--- src/rtl/mux_nch_rr.sv ---
// N-channel registered selector with valid/ready on both sides.
// Manual mode picks `sel`; auto mode scans channels round-robin from the last auto grant.
module mux_nch_rr #(
    parameter int NUM_CH = 10,
    parameter int DATA_W = 8,
    parameter int SEL_W  = 4
) (
    input  logic                     clk,
    input  logic                     rst,
    input  logic [NUM_CH*DATA_W-1:0] in_data,
    input  logic [NUM_CH-1:0]        in_valid,
    output logic [NUM_CH-1:0]        in_ready,
    input  logic                     mode,
    input  logic [SEL_W-1:0]         sel,
    output logic [DATA_W-1:0]        out_data,
    output logic [SEL_W-1:0]         out_ch,
    output logic                     out_valid,
    input  logic                     out_ready,
    output logic                     sel_err
);

    localparam int IDX_W = (NUM_CH > 1) ? $clog2(NUM_CH) : 1;

    logic [DATA_W-1:0] data_p1;
    logic [IDX_W-1:0]  ch_p1;
    logic              vld_p1;
    logic              sel_err_p1;
    logic [IDX_W-1:0]  last_p1;

    logic              load;
    logic              sel_in_range;
    logic [IDX_W-1:0]  man_idx;
    logic              man_hit;
    logic [IDX_W:0]    rr_res;
    logic              grant_valid;
    logic [IDX_W-1:0]  grant_idx;
    logic              xfer;
    logic [DATA_W-1:0] grant_data;

    // First valid channel after `last`, wrapping, with `last` itself checked last.
    function automatic logic [IDX_W:0] rr_pick(input logic [NUM_CH-1:0] v,
                                               input logic [IDX_W-1:0]  last);
        logic [IDX_W-1:0] k;
        logic             found;
        logic [IDX_W-1:0] idx;
        k     = last;
        found = 1'b0;
        idx   = '0;
        for (int i = 0; i < NUM_CH; i++) begin
            k = (k == IDX_W'(NUM_CH - 1)) ? '0 : k + IDX_W'(1);
            if (!found && v[k]) begin
                found = 1'b1;
                idx   = k;
            end
        end
        return {found, idx};
    endfunction

    // sel is compared at full width so large out-of-range values are never aliased.
    assign sel_in_range = (32'(sel) < 32'(NUM_CH));
    assign man_idx      = sel[IDX_W-1:0];
    assign man_hit      = sel_in_range && in_valid[man_idx];
    assign rr_res       = rr_pick(in_valid, last_p1);

    always_comb begin
        grant_valid = 1'b0;
        grant_idx   = '0;
        if (mode) begin
            grant_valid = rr_res[IDX_W];
            grant_idx   = rr_res[IDX_W-1:0];
        end else begin
            grant_valid = man_hit;
            grant_idx   = man_idx;
        end
    end

    assign load       = !vld_p1 || out_ready;
    assign xfer       = load && grant_valid && !rst;
    assign grant_data = in_data[grant_idx*DATA_W +: DATA_W];

    always_comb begin
        in_ready = '0;
        if (xfer) in_ready[grant_idx] = 1'b1;
    end

    // Stage p1: output register, round-robin pointer and select-error flag.
    always_ff @(posedge clk) begin
        if (rst) begin
            vld_p1     <= 1'b0;
            data_p1    <= '0;
            ch_p1      <= '0;
            sel_err_p1 <= 1'b0;
            last_p1    <= IDX_W'(NUM_CH - 1);
        end else begin
            sel_err_p1 <= !mode && !sel_in_range;
            if (xfer) begin
                vld_p1  <= 1'b1;
                data_p1 <= grant_data;
                ch_p1   <= grant_idx;
                if (mode) last_p1 <= grant_idx;
            end else if (out_ready) begin
                vld_p1 <= 1'b0;
            end
        end
    end

    assign out_data  = data_p1;
    assign out_ch    = SEL_W'(ch_p1);
    assign out_valid = vld_p1;
    assign sel_err   = sel_err_p1;

endmodule
--- config.mk ---
export PLATFORM = sky130hd
export DESIGN_NAME = mux_nch_rr
export DESIGN_NICKNAME = d
export VERILOG_FILES = /design/src/rtl/mux_nch_rr.sv
export SDC_FILE = /design/constraint.sdc
export NUM_CORES = 1
export LEC_CHECK = 0
export BUFFER_PORTS_ARGS = -buffer_cell sky130_fd_sc_hd__buf_2
export CAP_MARGIN = 20
export CORE_MARGIN = 1
export CORE_UTILIZATION = 60
export DETAILED_ROUTE_END_ITERATION = 12
export GPL_TIMING_DRIVEN = 0
export PLACE_DENSITY = 0.89
export REMOVE_ABC_BUFFERS = 1
export SKIP_LAST_GASP = 1
export SYNTH_ARGS = -nofsm -noshare
export SYNTH_HDL_FRONTEND = slang
export SYNTH_SLANG_ARGS = --single-unit
--- constraint.sdc ---
create_clock -name clk -period 16.1 [get_ports clk]
set_clock_uncertainty 0.05 [all_clocks]
set_input_delay 1.61 -clock clk [delete_from_list [all_inputs] [get_ports clk]]
set_output_delay 1.61 -clock clk [all_outputs]
set_load 0.1 [all_outputs]
## After elaboration in Yosys (flattened, before gate mapping)

Cells that the tools add are included.

- Flip-flop bits (word level): 18
- Input bits: 98
- Output and inout bits: 24

- $add $sub $neg: 10
- Reduce and logical (&&, ||, !) cells: 30
- Shift-type cells: 1
- Multiplexer cells: 59
- Equal/unequal tests: 10
- Magnitude comparators: 14

Operators with widths:

| operator | number |
|---|---|
| $mux 4 | 21 |
| $shiftx 80x8->8 | 1 |
| $lt 4x5->1 const B | 12 |
| $bmux 1 s4 | 11 |
| $add 4x1->4 const B | 10 |
| $eq 4x4->1 const B | 10 |
| $mux 1 | 25 |
| $logic_and 1x1->1 | 14 |
| $logic_not 1->1 | 13 |
| $mux 10 | 1 |
| $demux 1 s4 | 1 |
| $ge 4x1->1 const B | 1 |
| $lt 4x4->1 const B | 1 |
| $reduce_and 2->1 | 1 |
| $reduce_bool 2->1 | 1 |
| $logic_or 1x1->1 | 1 |

## Longest topological paths before layout

- Depth in word-level cells: 38
- Gate-level depth with buffers: 40

## Worst setup path before layout

No wires, ideal clock.

- Kind: reg-to-output
- Start point: reg last_p1[1]
- End point: out in_ready[7]
- Data required time: 14.440 ns
- Stages on the path, launching flop included: 36
- Setup slack: 5.144 ns
- Arrival: 9.296 ns
- Cell sequence: dfxtp_1 inv_1 ha_1 a31oi_2 inv_1 buf_1 buf_2 ha_1 and2_1 ha_1 a41oi_1 ha_1 clkbuf_1 inv_1 or4_1 o311ai_2 and3_1 clkbuf_1 nor2_1 ha_1 a21oi_1 ha_1 o31ai_1 o21ai_0 nand2_1 a32o_1 mux2_2 xnor2_2 a2bb2oi_2 o311a_1 nand4_1 a21oi_1 buf_2 buf_4 nand2_1 nor2_1

- Longest elaborated chain between the ends: 38

RTL lines:

| item | line | RTL |
|---|---|---|
| start: declaration | 28 | `logic [IDX_W-1:0] last_p1;` |
| start signal: assignment | 93 | `last_p1 <= IDX_W'(NUM_CH - 1);` |
| start signal: assignment | 100 | `if (mode) last_p1 <= grant_idx;` |
| $add 4x1->4 or $eq 4x4->1 (tied branches) | 50 | `k = (k == IDX_W'(NUM_CH - 1)) ? '0 : k + IDX_W'(1);` |
| $mux 4 (*) | 50 |  |
| parallel branches: the longest is 35 deep, another holds $add 4x1->4 | - |  |
| $mux 10 (*) | 83 | `if (xfer) in_ready[grant_idx] = 1'b1;` |
| end: declaration | 12 | `output logic [NUM_CH-1:0] in_ready,` |

Mark *: on every way between the ends. The select of a mux whose other input is x is not followed.

## Final worst setup path

- Start point: reg last_p1[0]
- End point: out in_ready[9]

The elaborated chain is that of the path after synthesis.

==> impl_metrics.sql <==
INSERT INTO impl_metrics (metric_group, metric, value, unit) VALUES
('cts', 'tritoncts_num_sinks', '18', ''),
('timing', 'report.final.slew_viol_count', '0', ''),
('cts', 'post_cts_resized', '0', ''),
('setup_path', 'worst_path_max_delay_cell', 'a21oi_2', ''),
('floorplanning', 'floorplan.rows', '32', ''),
('routing', 'drcViolationCount', '0', ''),
('timing', 'finalHoldWorstSlack', '406', 'ps'),
('logic_synthesis', 'synth_area', '4780', 'um^2'),
('cts', 'post-cts-setup-buffer-count', '0', ''),
('routing', 'average_via_count_per_standard_cell', '6.87', ''),
('timing', 'max_slew_margin', '0.324', ''),
('power_and_ir_drop', 'power.share.combinational', '0.928', ''),
('floorplanning', 'design.die.area', '8340', 'um^2'),
('logic_synthesis', 'synth_cell_types', '101', ''),
('floorplanning', 'design.core.area', '7730', 'um^2'),
('setup_path', 'timing_worst_setup_path_type', 'register to output pin', ''),
('setup_path', 'crit_path_frequent_cell', 'ha_1', ''),
('logic_synthesis', 'postSynthRegisterBits', '18', ''),
('power_and_ir_drop', 'power.ir.vdd_worst', '147', 'uV'),
('logic_synthesis', 'synth.avg_cell_area', '7.27', 'um^2'),
('cts', 'clk_path_buf_depth', '2', ''),
('floorplanning', 'start_util', '0.619', ''),
('grt', 'gr-max-usage-layer', 'met2', ''),
('setup_path', 'terminus_of_the_critical_flop_to_flop_path', 'out_data[5]', ''),
('logic_synthesis', 'synth.yosys.seq_area_share', '0.0753', ''),
('final_layout', 'most_common_library_cell_in_the_layout_ignoring_fill_and_taps', 'buf_2', ''),
('power_and_ir_drop', 'power_density', '251', 'nW/um^2'),
('final_layout', 'fillCellCount', '634', ''),
('power_and_ir_drop', 'power.sequential.fraction', '0.044', ''),
('grt', 'grt_remaining_overflow', '0', ''),
('routing', 'postRouteAntennaNets', '0', ''),
('cts', 'cts-htree-levels', '1', ''),
('timing', 'setup_total_negative_slack', '0', 'ps'),
('grt', 'globalRouteTotalUtil', '0.365', ''),
('hold_path', 'timing.hold.worst_endpoint', 'out_ch[2]', ''),
('setup_path', 'setup.worst_path.start_class', 'register', ''),
('hold_path', 'hold_path.class', 'register to register', ''),
('grt', 'grt_use_met3', '0.0310', ''),
('cts', 'cts_made_buffers', '3', ''),
('placement', 'globalplace.congestion', '0.973', ''),
('routing', 'totalWireLength', '15800', 'um'),
('cts', 'clk_root_buffer_cell', 'clkbuf_8', ''),
('power_and_ir_drop', 'share_clk_of_total_power', '0.028', ''),
('timing', 'grt_setup_unrepaired', 'no', ''),
('setup_path', 'biggest_fanout_along_the_worst_timing_path', '26', ''),
('power_and_ir_drop', 'p_leak', '2.38', 'nW'),
('power_and_ir_drop', 'fin_total_pwr', '0.00137', 'W'),
('setup_path', 'timing.critical_path.slowest_cell_delay', '860', 'ps'),
('placement', 'post-dp-hpwl', '12200', 'um'),
('power_and_ir_drop', 'p_int', '0.000542', 'W'),
('timing', 'final_period_minus_worst_setup_slack', '12140', 'ps'),
('setup_path', 'startpoint_of_the_worst_register_to_register_path', 'last_p1[0]', ''),
('grt', 'grt_start_max_net_pins', '32', ''),
('grt', 'grt.met1_usage', '0.460', ''),
('final_layout', 'ant_diodes', '0', ''),
('cts', 'cts_hold_buf', '0', ''),
('run', 'max_cap_viol_count', '0', ''),
('setup_path', 'setup.worst_path.end_class', 'output pin', ''),
('grt', 'antenna_found_initial', '0', ''),
('routing', 'drt_iter0_markers', '612', ''),
('logic_synthesis', 'synthesis.instances', '658', ''),
('hold_path', 'timing.hold.worst.start', 'out_ch[2]', ''),
('logic_synthesis', 'yosys_warnings', '0', ''),
('logic_synthesis', 'synth-edff-count', '0', ''),
('grt', 'global_route.usage.met2', '0.646', ''),
('cts', 'clock_pin_slew_reported_for_the_worst_setup_and_hold_paths_after_clock_tree_synthesis', '70', 'ps'),
('setup_path', 'worst-r2r-cell-count', '30', ''),
('power_and_ir_drop', 'switching_power', '0.000825', 'W'),
('floorplanning', 'floorplan.io_pins', '122', ''),
('cts', 'clk_latency', '260', 'ps'),
('outcome', 'run_status', 'finished clean', '');
-- power groups by stage --
| stage | Sequential, W | Combinational (W) | Clock (W) |
|---|---|---|---|
| after floorplan | 0.000112 | 0.000941 | 0 |
| after global placement | 0.0000601 | 0.00119 | 0 |
| after detailed placement | 0.0000606 | 0.00122 | 0 |
| after CTS | 0.0000598 | 0.00123 | 0.0000380 |
| after global routing | 0.0000609 | 0.00136 | 0.0000400 |
| final | 0.0000600 | 0.00127 | 0.0000389 |
-- critical path: cells and delay by family, from the launching register on --
kind	cells	cell delay, ps
DFF	1	460
buffers and inverters	4	1220
and+or+nand+nor	8	2070
xor gates and xnor gates	1	220
muxes	1	440
AOI/OAI and AO/OA	10	3490
adders and majority gates	6	2270
-- through the flow --
| stage | utilization | setup slack, ps | cell area (um^2) | cells |
|---|---|---|---|---|
| after global routing | 0.704 | 3370 | 5440 | 854 |
| final | 0.704 | 3960 | 5440 | 854 |
| after global placement | 0.690 | 3020 | 5330 | 847 |
| after floorplan | - | 4290 | 4600 | 624 |
| after detailed placement | 0.692 | 4050 | 5350 | 848 |
| after CTS | 0.699 | 3760 | 5400 | 852 |
-- worst max path at each step --
stage                     depth (start not counted)          end       start  slack, ps
after CTS                                        29  in_ready[9]  last_p1[0]       3760
after detailed placement                         29  in_ready[9]  last_p1[0]       4050
final                                            30  in_ready[9]  last_p1[0]       3960
after global routing                             34  in_ready[9]  last_p1[1]       3370
after floorplan                                  28  in_ready[9]  last_p1[0]       4290
after global placement                           29  in_ready[9]  last_p1[0]       3020
-- synth_stat cells (15+ instances only) --
library cell	n	area share
nand2_1	71	0.056
nor2_1	53	0.042
o21ai_0	45	0.047
nand3_1	39	0.041
mux2i_1	31	0.065
inv_1	30	0.024
a21oi_1	25	0.026
mux2_2	22	0.052
ha_1	20	0.052
dfxtp_1	18	0.075
nor3_1	17	0.018
clkbuf_1	15	0.012
-- logic make-up (layout without fill, tap and decap cells) --
| kind of cell | count (synthesis) | after routing | synth area share |
|---|---|---|---|
| compound gates | 213 | 213 | 0.329 |
| xor+xnor | 15 | 15 | 0.0421 |
| fa+ha+maj | 20 | 20 | 0.0523 |
| buf+inv | 64 | 158 | 0.0628 |
| flops | 18 | 18 | 0.0753 |
| mux | 58 | 58 | 0.140 |
| simple gates | 270 | 270 | 0.299 |
-- flip-flops by register name, summed over array words and instances (netlist names) --
register and cells:
last_p1 4, out_ch 4, out_data 8, out_valid 1
sel_err 1
-- layer usage --
layer  up-vias  share of wire
li1       2701              -
met1      2716           0.39
met2       384           0.49
met3        64          0.083
met4         0          0.037
met5         -              0
-- final cells by class --
cell class | instances | area [um^2] | share of cell area
Sequential cell | 18 | 360 | 0.0663
Tap cell | 102 | 128 | 0.0235
Inverter | 30 | 113 | 0.0207
Timing Repair Buffer | 124 | 656 | 0.121
Multi-Input combinational cell | 576 | 4130 | 0.759
Clock buffer | 4 | 55.1 | 0.0101
No activity file was read; power rests on OpenSTA's default activity.
